$ cat src/rtl/rv_alu_pipe.sv
// RV32/64 integer ALU behind a DEPTH-stage elastic pipeline with valid/ready handshakes.
// The result is computed at acceptance; the stages carry it and collapse bubbles. busy_mask tracks pending rd writes.
module rv_alu_pipe #(
  parameter int XLEN  = 32,
  parameter int DEPTH = 2,
  parameter int NREG  = 32
) (
  input  logic            clk,
  input  logic            rst_n,
  input  logic            in_valid,
  output logic            in_ready,
  input  logic [6:0]      in_opcode,
  input  logic [2:0]      in_funct3,
  input  logic [6:0]      in_funct7,
  input  logic [4:0]      in_rd,
  input  logic [XLEN-1:0] in_rs1_val,
  input  logic [XLEN-1:0] in_rs2_val,
  input  logic [XLEN-1:0] in_imm,
  input  logic            flush,
  output logic            out_valid,
  input  logic            out_ready,
  output logic [4:0]      out_rd,
  output logic [XLEN-1:0] out_data,
  output logic            out_wen,
  output logic            out_illegal,
  output logic [NREG-1:0] busy_mask,
  output logic [31:0]     retire_cnt
);

  localparam int SHW = $clog2(XLEN);
  localparam logic [6:0] OP_IMM = 7'b0010011;
  localparam logic [6:0] OP_REG = 7'b0110011;

  logic [DEPTH-1:0] r_vld;
  logic [4:0]       r_rd  [DEPTH];
  logic [XLEN-1:0]  r_dat [DEPTH];
  logic [DEPTH-1:0] r_wen;
  logic [DEPTH-1:0] r_ill;
  logic [31:0]      r_retire;

  logic             w_is_r;
  logic             w_legal;
  logic [XLEN-1:0]  w_b;
  logic [SHW-1:0]   w_sh;
  logic [XLEN-1:0]  w_res;
  logic [XLEN-1:0]  w_dat;
  logic             w_wen;
  logic [DEPTH-1:0] w_adv;
  logic             w_hole;
  logic             w_acc;
  logic             w_ret;
  logic [NREG-1:0]  w_busy;
  logic             w_unused_f7;

  assign w_unused_f7 = ^{in_funct7[6], in_funct7[4:0]};

  always_comb begin
    w_is_r  = (in_opcode == OP_REG);
    w_legal = w_is_r || (in_opcode == OP_IMM);
    w_b     = w_is_r ? in_rs2_val : in_imm;
    w_sh    = w_b[SHW-1:0];
    w_res   = '0;
    case (in_funct3)
      3'b000: w_res = (w_is_r && in_funct7[5]) ? in_rs1_val - w_b : in_rs1_val + w_b;
      3'b001: w_res = in_rs1_val << w_sh;
      3'b010: w_res = {{(XLEN-1){1'b0}}, ($signed(in_rs1_val) < $signed(w_b))};
      3'b011: w_res = {{(XLEN-1){1'b0}}, (in_rs1_val < w_b)};
      3'b100: w_res = in_rs1_val ^ w_b;
      3'b101: w_res = in_funct7[5] ? XLEN'($signed(in_rs1_val) >>> w_sh) : in_rs1_val >> w_sh;
      3'b110: w_res = in_rs1_val | w_b;
      3'b111: w_res = in_rs1_val & w_b;
      default: w_res = '0;
    endcase
    w_dat = w_legal ? w_res : '0;
    w_wen = w_legal && (in_rd != 5'd0);
  end

  // A stage moves forward iff some later stage is empty or the output is taking a result.
  always_comb begin
    w_adv  = '0;
    w_hole = 1'b0;
    for (int k = 0; k < DEPTH; k++) begin
      w_hole = out_ready;
      for (int j = k + 1; j < DEPTH; j++) begin
        w_hole = w_hole | ~r_vld[j];
      end
      w_adv[k] = r_vld[k] & w_hole;
    end
  end

  assign in_ready = ~r_vld[0] | w_adv[0];
  assign w_acc    = in_valid & in_ready;
  assign w_ret    = r_vld[DEPTH-1] & out_ready;

  always_ff @(posedge clk or negedge rst_n) begin
    if (!rst_n) begin
      r_vld    <= '0;
      r_wen    <= '0;
      r_ill    <= '0;
      r_retire <= '0;
      for (int k = 0; k < DEPTH; k++) begin
        r_rd[k]  <= '0;
        r_dat[k] <= '0;
      end
    end else begin
      if (w_ret) r_retire <= r_retire + 32'd1;
      if (flush) begin
        r_vld <= '0;
      end else begin
        r_vld[0] <= w_acc | (r_vld[0] & ~w_adv[0]);
        for (int k = 1; k < DEPTH; k++) begin
          r_vld[k] <= w_adv[k-1] | (r_vld[k] & ~w_adv[k]);
        end
        // Payload only moves with a live op so the output side holds while idle.
        if (w_acc) begin
          r_rd[0]  <= in_rd;
          r_dat[0] <= w_dat;
          r_wen[0] <= w_wen;
          r_ill[0] <= ~w_legal;
        end
        for (int k = 1; k < DEPTH; k++) begin
          if (w_adv[k-1]) begin
            r_rd[k]  <= r_rd[k-1];
            r_dat[k] <= r_dat[k-1];
            r_wen[k] <= r_wen[k-1];
            r_ill[k] <= r_ill[k-1];
          end
        end
      end
    end
  end

  always_comb begin
    w_busy = '0;
    for (int r = 1; r < NREG; r++) begin
      for (int k = 0; k < DEPTH; k++) begin
        if (r_vld[k] && r_wen[k] && (r_rd[k] == 5'(r))) w_busy[r] = 1'b1;
      end
    end
  end

  assign busy_mask   = w_busy;
  assign out_valid   = r_vld[DEPTH-1];
  assign out_rd      = r_rd[DEPTH-1];
  assign out_data    = r_dat[DEPTH-1];
  assign out_wen     = r_wen[DEPTH-1];
  assign out_illegal = r_ill[DEPTH-1];
  assign retire_cnt  = r_retire;

endmodule

$ cat config.mk
export PLATFORM = sky130hd
export DESIGN_NAME = rv_alu_pipe
export DESIGN_NICKNAME = d
export VERILOG_FILES = /design/src/rtl/rv_alu_pipe.sv
export SDC_FILE = /design/constraint.sdc
export NUM_CORES = 1
export LEC_CHECK = 0
export CAP_MARGIN = 20
export CORE_MARGIN = 3
export CORE_UTILIZATION = 40
export DETAILED_ROUTE_END_ITERATION = 12
export GPL_TIMING_DRIVEN = 1
export PLACE_DENSITY = 0.71
export SYNTH_ARGS = -nofsm -noshare
export SYNTH_HDL_FRONTEND = slang
export SYNTH_SLANG_ARGS = --single-unit
$ cat constraint.sdc
create_clock -name clk -period 2.4 [get_ports clk]
set_input_delay 0.24 -clock clk [delete_from_list [all_inputs] [get_ports clk]]
set_output_delay 0.24 -clock clk [all_outputs]
set_load 0.05 [all_outputs]
After elaboration in Yosys (flattened, before gate mapping):

Cells that the tools add are included.

* add/sub/neg operators: 3
* bitwise logic cells: 18
* magnitude comparators: 2
* reduce and logical (&&, ||, !) cells: 71
* eq/ne operators: 71
* shift operators: 3
* mux-type cells: 68

Operators with widths (count)
* case mux 32 bit (8 select lines): 1
* == test 5 bit (second input constant): 32
* two-way mux 32 bit: 4
* == test 5 x 4 -> 1 bit (second input constant): 16
* logical AND 1 bit: 66
* less-than comparator 32 bit: 2
* two-way mux 1 bit: 62
* == test 5 x 3 -> 1 bit (second input constant): 8
* adder 32 x 1 -> 32 bit (second input constant): 1
* adder 32 bit: 1
* bitwise AND 32 bit: 1
* bitwise OR 32 bit: 1
* << shifter 32 x 5 -> 32 bit: 1
* right shift 32 x 5 -> 32 bit: 1
* >>> shifter 32 x 5 -> 32 bit: 1
* subtractor 32 bit: 1
* bitwise XOR 32 bit: 1
* == test 5 x 2 -> 1 bit (second input constant): 4
* == test 3 bit (second input constant): 4
* == test 5 x 1 -> 1 bit (second input constant): 2
* == test 7 x 5 -> 1 bit (second input constant): 1
* == test 7 x 6 -> 1 bit (second input constant): 1
* == test 3 x 2 -> 1 bit (second input constant): 2
* inverter 1 bit: 6
* 8 further kinds: 16

* flip-flop bits (word level): 112
* output and inout bits: 105

Logic depth before layout (Yosys ltp):

* depth in word-level cells: 7
* depth in mapped cells: 21
* mapped depth without buffers: 16

Worst setup path before layout:

Ideal clock, no wire load.

* path type: input to register
* from: input in_opcode[6]
* to: register r_dat[55] (netlist name)
* stages on the path: 19
* arrival time: 4215 ps
* buffers on the path: 4
* data required time: 2270 ps
* setup slack: -1944 ps
* cell sequence: nand4bb_1 > clkbuf_1 > nor2_1 > clkbuf_1 > clkbuf_1 > nand2_1 > nand2_1 > inv_1 > ha_1 > clkbuf_1 > nor4_1 > o2111ai_1 > nand4b_1 > a31oi_4 > a2111oi_4 > nor2_1 > a31o_1 > nor4b_2 > a211oi_2

* cells in the longest elaborated chain, start to end: 6
* elaborated cells on any way between the ends: 17

RTL lines
* start, declared: line 12 `input logic [6:0] in_opcode,`
* == test 7 x 6 -> 1 bit: line 58 `w_is_r = (in_opcode == OP_REG);`
* two-way mux 32 bit: line 60 `w_b = w_is_r ? in_rs2_val : in_imm;`
* adder 32 bit (tied with other cells): line 64 `3'b000: w_res = (w_is_r && in_funct7[5]) ? in_rs1_val - w_b : in_rs1_val + w_b;`
* two-way mux 32 bit (on tied branches): line 64, 69
* case mux 32 bit (8 select lines): line 63 `case (in_funct3)`
* two-way mux 32 bit (*): line 74 `w_dat = w_legal ? w_res : '0;`
* end signal, assigned by index: line 124 `r_dat[k] <= r_dat[k-1];`
* end, declared: line 36 `logic [XLEN-1:0] r_dat [DEPTH];`

Mark *: on every way between the ends. The rest lies on a longest branch, timed or not.
A chain may end at the register's enable or synchronous reset.

Final worst setup path:

* from: input in_opcode[3]
* to: register r_dat[59] (netlist name)

Same word-level chain as after synthesis.

==> run_results.csv <==
group,metric,value,unit
status,status,"finished with violations",
status,violations,"setup timing",
clocking,root_buffer,"clkbuf_16",
final_layout,syn2layout_area_growth,73.6,%
global_routing,grt-busiest-layer,"met2",
yosys,synth.most_common_cell,"nand2_1",
timing,worstMarginPinSlew,0.680,ns
placement,post_dp_cell_area,22800,um2
critical_path,crit_arrival,3.62,ns
floorplan,die_w,200,um
timing,rsz0062_at_grt,"yes",
detailed_routing,drc,0,
yosys,synthArstFlopShare,100,%
global_routing,grt_pass1_wl,130,mm
yosys,ys_warn_count,0,
global_routing,grt_max_degree,50,
timing,setup_viol,32,
yosys,synth.avg_cell_area,7.17,um2
power_and_ir_drop,cellLeakagePower,11.4,nW
timing,finalClockSkew,0.0101,ns
clocking,numCtsBuffers,9,
yosys,synth_fp_nets,2315,
critical_path,crit_path_end_kind,"register",
global_routing,grt.met1_usage,55.0,%
yosys,synth.largest_area_cell,"dfrtp_1",
detailed_routing,drtIter0Drc,2433,
timing,period_minus_slack,3.38,ns
job,cap_violations,0,
timing,fin_ws,-0.975,ns
critical_path,cp_common_cell,"buf_6",
final_layout,fin_nets,3145,
global_routing,track_usage,43.1,%
clocking,cts.sinks,112,
placement,place_congestion,1.07,
floorplan,core-area,36900,um2
yosys,ys_seq_elements,112,
global_routing,gr-usage-met2,68.6,%
critical_path,worstSetupStartpointType,"primary input",
detailed_routing,drt_wl_total,90.9,mm
global_routing,antenna_found_initial,1,
clocking,worst_skew_pair.late_latency,0.35,ns
floorplan,die-area,40000,um2
global_routing,grt_overflow,0,
floorplan,io_pins,228,
critical_path,crit_path_max_incr_delay,0.37,ns
timing,relSlewSlack,54.2,%
timing,final-hold-violation-count,0,
clocking,cts_buffer_depth,2,
floorplan,rows,70,
timing,hold_ws,0.471,ns
yosys,syn-cell-area,15100,um2
detailed_routing,num_vias,21500,
timing,max_clock_freq,296,MHz
critical_path,path_cells,"buf_6, nand3b_1, buf_6, nor2_4, buf_12, buf_12, nand2_1, nand2_2, inv_1, ha_4, buf_4, nand2_1, o21a_1, nand3_2, a31o_4, a221o_1, buf_6, o21ai_4, mux2i_1, o21ai_1, o41ai_1",
global_routing,met3_usage,8.19,%
clocking,cts_tree,"yes",
yosys,yosys_most_used_dff,"dfrtp_1",
timing,period_share,141,%
timing,finalMaxSlewViolations,0,
final_layout,stdcell_area,26100,um2
global_routing,grt_pass1_vias,20400,
yosys,synth_cells,2100,
detailed_routing,antenna_left,0,
yosys,netlist_top_cells_area,"dfrtp_1 19%, ha_1 7.6%, nand2_1 6.4%",
floorplan,initial_core_util,40.8,%
power_and_ir_drop,power.density,364,nW/um2
critical_path,crit_type,"in2reg",
final_layout,layout-drive-gt1-share,43.6,%
clocking,cts_htree_levels,3,
detailed_routing,dr.pass1.iters,8,
critical_path,cp_slowest_cell,"a221o_1",
power_and_ir_drop,peakVddDrop,0.320,mV
hold_path,min_path_type,"reg2reg",
placement,hpwl,70.7,mm
clocking,cts.clk_slew.worst_paths,0.07,ns
floorplan,die_height,200,um
placement,port_buffers,220,
critical_path,worstPathMaxFanout,6,
detailed_routing,routed_via_density,6.26,
yosys,yosysUniqueCellTypes,106,
yosys,synth_edf_count,0,
yosys,synth_common_cells,"258 x nand2_1, 201 x nor2_1, 169 x a21oi_1",
yosys,yosysSeqAreaShare,18.6,%
yosys,synth_top_cell_area_share,18.6,%
detailed_routing,routedWlPerCell,26.4,um
critical_path,cp.required,2.65,ns
-- cell type report --
type                            instances  area [um2]
Tap cell                              504         631
Inverter                               99         395
Antenna cell                            1        2.50
Clock inverter                          5        70.1
Clock buffer                           11         253
Sequential cell                       112        2800
Fill cell                            2862       10700
Multi-Input combinational cell       1694       13200
Timing Repair Buffer                 1014        8750
-- placed cells by master (no fill, tap or decap), types with 35 or more instances in the layout --
cell	Yosys	final
a21oi_2	0	35
a211oi_1	76	63
inv_1	95	69
buf_6	3	64
nand2_1	258	227
mux2_2	48	46
dfrtp_1	112	111
o21ai_0	140	78
a21oi_1	169	122
o22ai_1	52	49
nor2_1	201	185
buf_4	40	731
clkdlybuf4s50_1	0	179
nand3_1	66	49
o21ai_1	10	37
xnor2_1	41	37
ha_1	91	58
-- path summary, 6_finish.rpt --
check / startpoint / end / slack [ns] / depth (start not counted)
min in group asynchronous: rst_n / retire_cnt[0] / 0.48 / 2
max in group asynchronous: rst_n / r_rd[8] / 1.24 / 3
setup / recovery: in_opcode[3] / r_dat[59] / -0.98 / 21
hold / removal: retire_cnt[31] / retire_cnt[31] / 0.47 / 1
hold reg to reg: retire_cnt[31] / retire_cnt[31] / 0.47 / 1
setup reg to reg: retire_cnt[0] / retire_cnt[28] / 0.16 / 8
-- per-stage QoR --
| stage | total power, mW | setup WS [ns] | utilization, % | cells | setup TNS (ns) |
|---|---|---|---|---|---|
| final | 9.52 | -0.975 | 70.9 | 3440 | -22.81 |
| after global routing | 9.84 | -1.08 | 70.9 | 3439 | -25.84 |
| after CTS | 9.04 | -0.862 | 68.6 | 3418 | -19.65 |
| after detailed placement | 6.91 | -1.83 | 61.9 | 3337 | -50.32 |
| after global placement | 6.85 | -1.84 | 61.9 | 3337 | -48.66 |
| after floorplan | 4.40 | -1.20 | - | 2100 | -25.15 |
-- cell families (layout without fill, tap and decap cells) --
| kind of cell | after synthesis | in the layout | share of synthesized area, % |
|---|---|---|---|
| other cells | 1 | 2 | 0.0249 |
| xor+xnor | 55 | 55 | 3.20 |
| mux | 90 | 90 | 6.55 |
| flops | 112 | 112 | 18.6 |
| compound gates | 733 | 733 | 33.1 |
| buf+inv | 295 | 1129 | 8.78 |
| fa+ha+maj | 92 | 92 | 7.69 |
| simple gates | 722 | 723 | 22.0 |
-- routing by layer --
metal	part of all wire, %	vias up
li1	-	9374
met1	38	10300
met2	44	1499
met3	10	341
met4	7.5	0
met5	0	-
-- flip-flops by register name, summed over array words and instances, names as in the netlist --
name and flops:
r_wen 2, r_rd 5, retire_cnt 32, r_dat 32, r_ill 2, r_vld 2, out_rd 5, out_data 32
-- power by group --
part	total, mW	switching [mW]	internal (mW)
sequential	2.10	0.133	1.97
combinational	5.81	3.24	2.58
clock	1.60	0.711	0.888
total	9.52	4.08	5.43
-- worst max-delay path: cells and delay by family --
kind / cells / cell delay [ns]
compound gates: 6 / 1.26
buf+inv: 7 / 0.95
simple gates: 6 / 0.69
fa+ha+maj: 1 / 0.29
mux: 1 / 0.19
-- what timing repair did --
| item | in CTS | in global routing |
|---|---|---|
| pin swaps | 160 | 120 |
| endpoints found under the setup margin | 34 | 41 |
| hold buffers | 1 | 0 |
| setup buffers | 67 | 28 |
| hold endpoints to repair | 46 | 0 |
| gates cloned | 6 | 0 |
| resized for setup | 378 | 155 |
No activity file was read; power rests on OpenSTA's default activity.
